$ cat src/rtl/regfile_pkg.sv
// Shared defaults and types for the multi-port register file and its scoreboard.
package regfile_pkg;

    localparam int unsigned DEFAULT_DATA_W = 32;
    localparam int unsigned DEFAULT_ADDR_W = 5;

    typedef logic [DEFAULT_ADDR_W-1:0] reg_addr_t;
    typedef logic [DEFAULT_DATA_W-1:0] reg_data_t;

    localparam reg_addr_t ZERO_ADDR = '0;

endpackage

$ cat src/rtl/regfile_scoreboard.sv
// Busy-bit scoreboard: set at issue, cleared at writeback, issue wins a same-cycle tie.
module regfile_scoreboard
    import regfile_pkg::*;
#(
    parameter int unsigned ADDR_W   = DEFAULT_ADDR_W,
    parameter int unsigned NUM_WR   = 1,
    parameter int unsigned ZERO_REG = 1
) (
    input  logic                     clk,
    input  logic                     rst,
    input  logic                     iss_en,
    input  logic [ADDR_W-1:0]        iss_addr,
    input  logic [NUM_WR-1:0]        wr_en,
    input  logic [NUM_WR*ADDR_W-1:0] wr_addr,
    output logic [(1<<ADDR_W)-1:0]   busy_vec
);

    localparam int unsigned DEPTH = 1 << ADDR_W;

    logic [DEPTH-1:0] busy_q;
    logic [DEPTH-1:0] busy_d;

    // Clears are applied first so a same-cycle issue overrides them.
    always_comb begin
        busy_d = busy_q;
        for (int unsigned k = 0; k < NUM_WR; k++) begin
            if (wr_en[k]) begin
                busy_d[wr_addr[k*ADDR_W +: ADDR_W]] = 1'b0;
            end
        end
        if (iss_en) begin
            busy_d[iss_addr] = 1'b1;
        end
        if (ZERO_REG != 0) begin
            busy_d[0] = 1'b0;
        end
    end

    always_ff @(posedge clk) begin
        if (rst) begin
            busy_q <= '0;
        end else begin
            busy_q <= busy_d;
        end
    end

    assign busy_vec = busy_q;

endmodule

$ cat src/rtl/regfile_mp_sb.sv
// Multi-port MIPS register file with optional write-to-read bypass and RAW scoreboard.
module regfile_mp_sb
    import regfile_pkg::*;
#(
    parameter int unsigned DATA_W   = DEFAULT_DATA_W,
    parameter int unsigned ADDR_W   = DEFAULT_ADDR_W,
    parameter int unsigned NUM_RD   = 2,
    parameter int unsigned NUM_WR   = 1,
    parameter int unsigned BYPASS   = 1,
    parameter int unsigned ZERO_REG = 1
) (
    input  logic                     clk,
    input  logic                     rst,
    input  logic [NUM_RD*ADDR_W-1:0] rd_addr,
    output logic [NUM_RD*DATA_W-1:0] rd_data,
    output logic [NUM_RD-1:0]        rd_busy,
    input  logic [NUM_WR-1:0]        wr_en,
    input  logic [NUM_WR*ADDR_W-1:0] wr_addr,
    input  logic [NUM_WR*DATA_W-1:0] wr_data,
    input  logic                     iss_en,
    input  logic [ADDR_W-1:0]        iss_addr,
    output logic [(1<<ADDR_W)-1:0]   busy_vec
);

    localparam int unsigned DEPTH = 1 << ADDR_W;
    localparam logic [ADDR_W-1:0] ZERO_IDX = ADDR_W'(ZERO_ADDR);

    logic [DATA_W-1:0] regs_q [DEPTH];

    regfile_scoreboard #(
        .ADDR_W   (ADDR_W),
        .NUM_WR   (NUM_WR),
        .ZERO_REG (ZERO_REG)
    ) u_scoreboard (
        .clk      (clk),
        .rst      (rst),
        .iss_en   (iss_en),
        .iss_addr (iss_addr),
        .wr_en    (wr_en),
        .wr_addr  (wr_addr),
        .busy_vec (busy_vec)
    );

    // Later ports are visited last, so the highest index wins an address clash.
    always_ff @(posedge clk) begin
        if (rst) begin
            for (int unsigned r = 0; r < DEPTH; r++) begin
                regs_q[r] <= '0;
            end
        end else begin
            for (int unsigned k = 0; k < NUM_WR; k++) begin
                if (wr_en[k] &&
                    !(ZERO_REG != 0 && wr_addr[k*ADDR_W +: ADDR_W] == ZERO_IDX)) begin
                    regs_q[wr_addr[k*ADDR_W +: ADDR_W]] <= wr_data[k*DATA_W +: DATA_W];
                end
            end
        end
    end

    always_comb begin
        rd_data = '0;
        rd_busy = '0;
        for (int unsigned i = 0; i < NUM_RD; i++) begin
            rd_data[i*DATA_W +: DATA_W] = regs_q[rd_addr[i*ADDR_W +: ADDR_W]];
            rd_busy[i]                  = busy_vec[rd_addr[i*ADDR_W +: ADDR_W]];
            if (BYPASS != 0 && !rst) begin
                for (int unsigned k = 0; k < NUM_WR; k++) begin
                    if (wr_en[k] &&
                        wr_addr[k*ADDR_W +: ADDR_W] == rd_addr[i*ADDR_W +: ADDR_W]) begin
                        rd_data[i*DATA_W +: DATA_W] = wr_data[k*DATA_W +: DATA_W];
                        rd_busy[i]                  = 1'b0;
                    end
                end
            end
            if (ZERO_REG != 0 && rd_addr[i*ADDR_W +: ADDR_W] == ZERO_IDX) begin
                rd_data[i*DATA_W +: DATA_W] = '0;
            end
        end
    end

endmodule

$ cat config.mk
export PLATFORM = sky130hd
export DESIGN_NAME = regfile_mp_sb
export DESIGN_NICKNAME = d
export VERILOG_FILES = /design/src/rtl/regfile_pkg.sv /design/src/rtl/regfile_scoreboard.sv /design/src/rtl/regfile_mp_sb.sv
export SDC_FILE = /design/constraint.sdc
export NUM_CORES = 2
export LEC_CHECK = 0
export ABC_CLOCK_PERIOD_IN_PS = 9100
export CAP_MARGIN = 30
export CORE_ASPECT_RATIO = 1.5
export CORE_UTILIZATION = 40
export DETAILED_ROUTE_END_ITERATION = 8
export SKIP_LAST_GASP = 1
export SLEW_MARGIN = 20
export SYNTH_ARGS = -nofsm -noshare
export SYNTH_HDL_FRONTEND = slang
export SYNTH_SLANG_ARGS = --single-unit
export TNS_END_PERCENT = 30
$ cat constraint.sdc
create_clock -name clk -period 9.1 [get_ports clk]
set_input_delay 1.82 -clock clk [delete_from_list [all_inputs] [get_ports clk]]
set_output_delay 1.82 -clock clk [all_outputs]
set_load 0.02 [all_outputs]
After elaboration in Yosys (flattened, before gate mapping). Memory sizes are Yosys's and may differ from the RTL's. Cells that the tools add are included.

Bits in registers: 32. Bits in writable memories: 1024. Bits of input ports: 56. Output and inout port bits: 98. Word-level logic and storage cells: 52. Memories kept: 1.

Memories: regs_q (words 32, width 32, rd ports 2, clocked after Yosys merged registers in 0, write ports 32, RTL line regfile_mp_sb.sv:28) `logic [DATA_W-1:0] regs_q [DEPTH];`.

Magnitude comparators: 6. Equality and inequality tests: 2. Mux-type cells: 28. Bitwise logic cells: 3. Reduce and logical (&&, ||, !) cells: 10.

Operator list (number): $mux 32 (9); $and 32x32->32 (1); $not 32->32 (1); $or 32x32->32 (1); $reduce_or 32->1 (1); $lt 5x6->1 const B (4); $logic_not 5->1 (3); $mux 1 (14); $bmux 1 s5 (2); $demux 1 s5 (2); $eq 5x5->1 (2); $ge 5x1->1 const B (2); $logic_and 1x1->1 (5); $mux 5 (1); $logic_not 1->1 (1).

Logic depth before layout (Yosys ltp).
Depth in word-level cells: 9. Mapped depth: 9. Depth with buffers taken out: 5.

Cells and area by module. Synthesis repeated with hierarchy kept, for this count alone.

Cells, all modules: 4187. Area, all modules: 57775.4 µm².

Modules (own cells, without submodules): regfile_mp_sb (times used 1, cells an instance 4031, area an instance 56415.4 µm², sequential area each 30749.5 µm²); regfile_scoreboard (times used 1, cells an instance 156, area an instance 1360.1 µm², sequential area each 620.6 µm²).

Worst setup path before layout. No wires, ideal clock.

Path type: input to output. Start point: input port rd_addr[5]. End point: output port rd_data[54]. Arrival time: 3.594 ns. Data required time: 7.280 ns. Slack: 3.686 ns. Stages: 8. Path buffers: 4. Path through: buf_2 buf_6 buf_6 buf_2 mux4_2 o22ai_1 nor3_1 a221o_1.

Cells in the longest elaborated chain, start to end: 5. Elaborated cells between the ends (all ways): 7.

Ends and longest elaborated chain: start: declaration (RTL line regfile_mp_sb.sv:14) `input logic [NUM_RD*ADDR_W-1:0] rd_addr,`; parallel branches: the longest is 4 deep, another holds $mem_v2 32x32; $mux 32 * (RTL line regfile_mp_sb.sv:75) `if (ZERO_REG != 0 && rd_addr[i*ADDR_W +: ADDR_W] == ZERO_IDX) begin`; end: declaration (RTL line regfile_mp_sb.sv:15) `output logic [NUM_RD*DATA_W-1:0] rd_data,`.

Mark *: on every way between the ends.

Worst setup path after layout.
Start point: input port rd_addr[6]. End point: output port rd_data[39].

Same word-level chain as after synthesis.

==> impl_metrics.yaml <==
synth:
  synth_ff_type: "edfxtp_1"
  synth.top_cell.area_share_pct: 53.9
  synth-seq-cells: 1055
  synth_common_cells: "1024 x edfxtp_1, 995 x and2_1, 402 x mux4_2"
  syn-instance-count: 4056
  ys_seq_area_share_pct: 55.0
  synth-edff-count: 1024
  synthTopCellsByArea: "edfxtp_1 54%, mux4_2 16%, and2_1 11%, mux2i_1 4.7%, clkbuf_1 2.1%"
  yosysWarnings: 0
  synth.most_common_cell: "edfxtp_1"
  syn_area_mm2: 0.0570
  yosysTopAreaCell: "edfxtp_1"
  yosysUniqueCellTypes: 44
  synthArstFlopShare_pct: 0
  syn_avg_cell_area_um2: 14.1
sta:
  setup_tns_ps: 0
  report.final.hold_viol_count: 0
  rsz0062_at_grt: "no"
  setup_viol: 0
  max_slew_margin_pct: 32.2
  period_share_pct: 80.8
  finalMaxSlewViolations: 0
  fmax_mhz: 136
  period_needed_ps: 7350
  worst_slew_pin_slew_ps: 1020
  finClkSkew_ps: 0
  fin_ws_ps: 1750
setup_path:
  required_ps: 7280
  worstSetupEndpointType: "primary output"
  max_stage_delay_ps: 660
  critPathKind: "input pin to primary output"
  crit_path_top_delay_cell: "clkdlybuf4s50_1"
  arrival_ps: 5530
  cp_cell_sequence: "buf_8, inv_2, o221ai_1, nor3_1, nor2_4, buf_4, a221o_1, clkdlybuf4s50_1"
  critPathLaunchType: "input pin"
  cp_max_fo: 56
final_layout:
  drive_above_1_share_pct: 19.9
  fin_cells: 6028
  area_growth_pct: 12.9
  multi_input_area_mm2: 0.0241
  final-seq-area_mm2: 0.0314
  fill_cells: 12300
  postLayoutCoreUtil_pct: 45.5
  nets: 4108
clock_network:
  clk_latency_ps: 730
  clk_pin_slew_ps: 70
  cts_hold_buf: 0
  h-tree-depth: 3
  cts_resized: 0
  numCtsBuffers: 105
  cts_tree: "done"
  cts_sinks: 1055
  cts_setup_buffers: 0
  cts_root_buffer: "clkbuf_16"
  ctsLongestPathBuffers: 3
global_route:
  grt_pass1_wl_mm: 290
  first_global_vias: 38462
  top_usage_layer: "met2"
  grt_overflow_total: 0
  track_usage_pct: 28.9
  antenna_found_initial: 23
  use_met2_pct: 49.5
  met1_usage_pct: 35.8
  grtUsageMet3_pct: 3.97
  grt_max_degree: 111
power:
  power.internal_uw: 8750
  clockPowerShare_pct: 38.2
  vdd_ir_drop_max_mv: 0.138
  p_per_area_mw_per_mm2: 184
  totalPowerFinal_uw: 11800
  cellLeakagePower_uw: 0.0220
  p_comb_share_pct: 13.4
  switching_share_pct: 25.9
  p_switching_uw: 3060
  p_seq_share_pct: 48.4
drt:
  dr.pass1.iters: 6
  ant_nets: 0
  drc: 0
  drtIter0Drc: 5071
  wl_mm: 208
  vias_per_cell: 6.36
  wl_per_cell_um: 34.6
  dr_total_vias: 38358
floorplanning:
  initial_core_util_pct: 40.3
  floorplan.die.width_um: 310
  dieHeight_um: 464
  rows: 169
  dieArea_mm2: 0.144
  coreArea_mm2: 0.141
  ios: 154
placed_design:
  hpwl_mm: 122
  portBuffers: 152
  gp_congestion: 0.857
  dpl.cell_count: 5809
  place_ws_ps: 1860
min_path:
  hp-class: "register to register"
job:
  max-cap-violations: 0
outcome:
  status: "finished, final reports clean"
## final timing paths
kind | from | to | slack (ps) | depth (start not counted)
worst min-delay path | u_scoreboard.busy_vec[20]$_SDFF_PP0_ | u_scoreboard.busy_vec[20]$_SDFF_PP0_ | 530 | 2
worst max-delay path | rd_addr[6] | rd_data[39] | 1750 | 8
worst min register to register | u_scoreboard.busy_vec[20]$_SDFF_PP0_ | u_scoreboard.busy_vec[20]$_SDFF_PP0_ | 530 | 2
worst max register to register | u_scoreboard.busy_vec[8]$_SDFF_PP0_ | u_scoreboard.busy_vec[8]$_SDFF_PP0_ | 8240 | 2
## registers in the layout, indices dropped and copies added, names as in the netlist
register / flops
regs_q: 1024
u_scoreboard.busy_vec: 31
## metal layers
metal | share of wire (%) | routed length (um)
met1 | 37 | 76100
met2 | 50 | 105000
met3 | 8.4 | 17400
met4 | 4.9 | 10200
met5 | 0.026 | 55
## final cells by class
class | instances | area share [%]
flip-flops and latches | 1055 | 48.7
inverters | 16 | 0.0933
clock inverters | 76 | 1.17
well taps | 1881 | 3.66
clock buffers | 120 | 4.24
diodes | 6 | 0.0233
multi-input cells | 2575 | 37.5
repair buffers | 299 | 4.57
## metrics by stage
| step | area (um2) | hold slack [ps] |
|---|---|---|
| floorplan | 57100 | 563 |
| global placement | 60500 | 502 |
| detailed placement | 60600 | 510 |
| CTS | 64100 | 522 |
| global route | 64400 | 550 |
| finish | 64400 | 528 |
## placed cells by master, fill, tap and decap left out, types with 6 or more instances in the layout
cell type and n:
edfxtp_1 1024, and2_1 994, mux4_2 402, mux2i_1 266, clkdlybuf4s50_1 140, nand2_1 118
buf_4 113, clkbuf_16 107, a221oi_1 96, a211oi_1 67, o22ai_1 65, a22oi_1 64
o21ai_0 57, nor2_1 40, nor2b_1 36, nor3b_1 35, nor2_4 33, conb_1 33
o211ai_1 32, nor3_1 32, o221a_2 32, a221o_1 32, dfxtp_1 31, clkinv_1 30
a31oi_1 27, a21oi_1 26, buf_8 25, clkinv_2 19, inv_1 15, or2_2 15
or2_4 13, clkbuf_1 13, bufinv_16 13, buf_12 11, nand3_1 9, nand3b_1 7
diode_2 6
## power by group through the flow
stage / Sequential, uW / Combinational [uW] / Clock, uW
6_report: 5720 / 1580 / 4520
5_1_grt: 5750 / 1630 / 4710
4_1_cts: 5710 / 1560 / 4550
3_5_place_dp: 5820 / 1550 / 0
3_3_place_gp: 5800 / 1550 / 0
2_1_floorplan: 5770 / 958 / 0
## cells by family after synthesis
logic type                share of synthesized area [%]
and+or+nand+nor                                    14.0
DFF                                                55.0
muxes                                              20.6
AOI/OAI and AO/OA                                  6.74
buffers and inverters                              3.51
xor gates and xnor gates                          0.123
other                                           0.00658
## critical path, delay by kind of cell
kind	cells	cell delay, ps
buffers and inverters	4	2220
AO/OA/AOI/OAI	2	840
AND/OR/NAND/NOR	2	500
(Power assumes the default switching activity.)
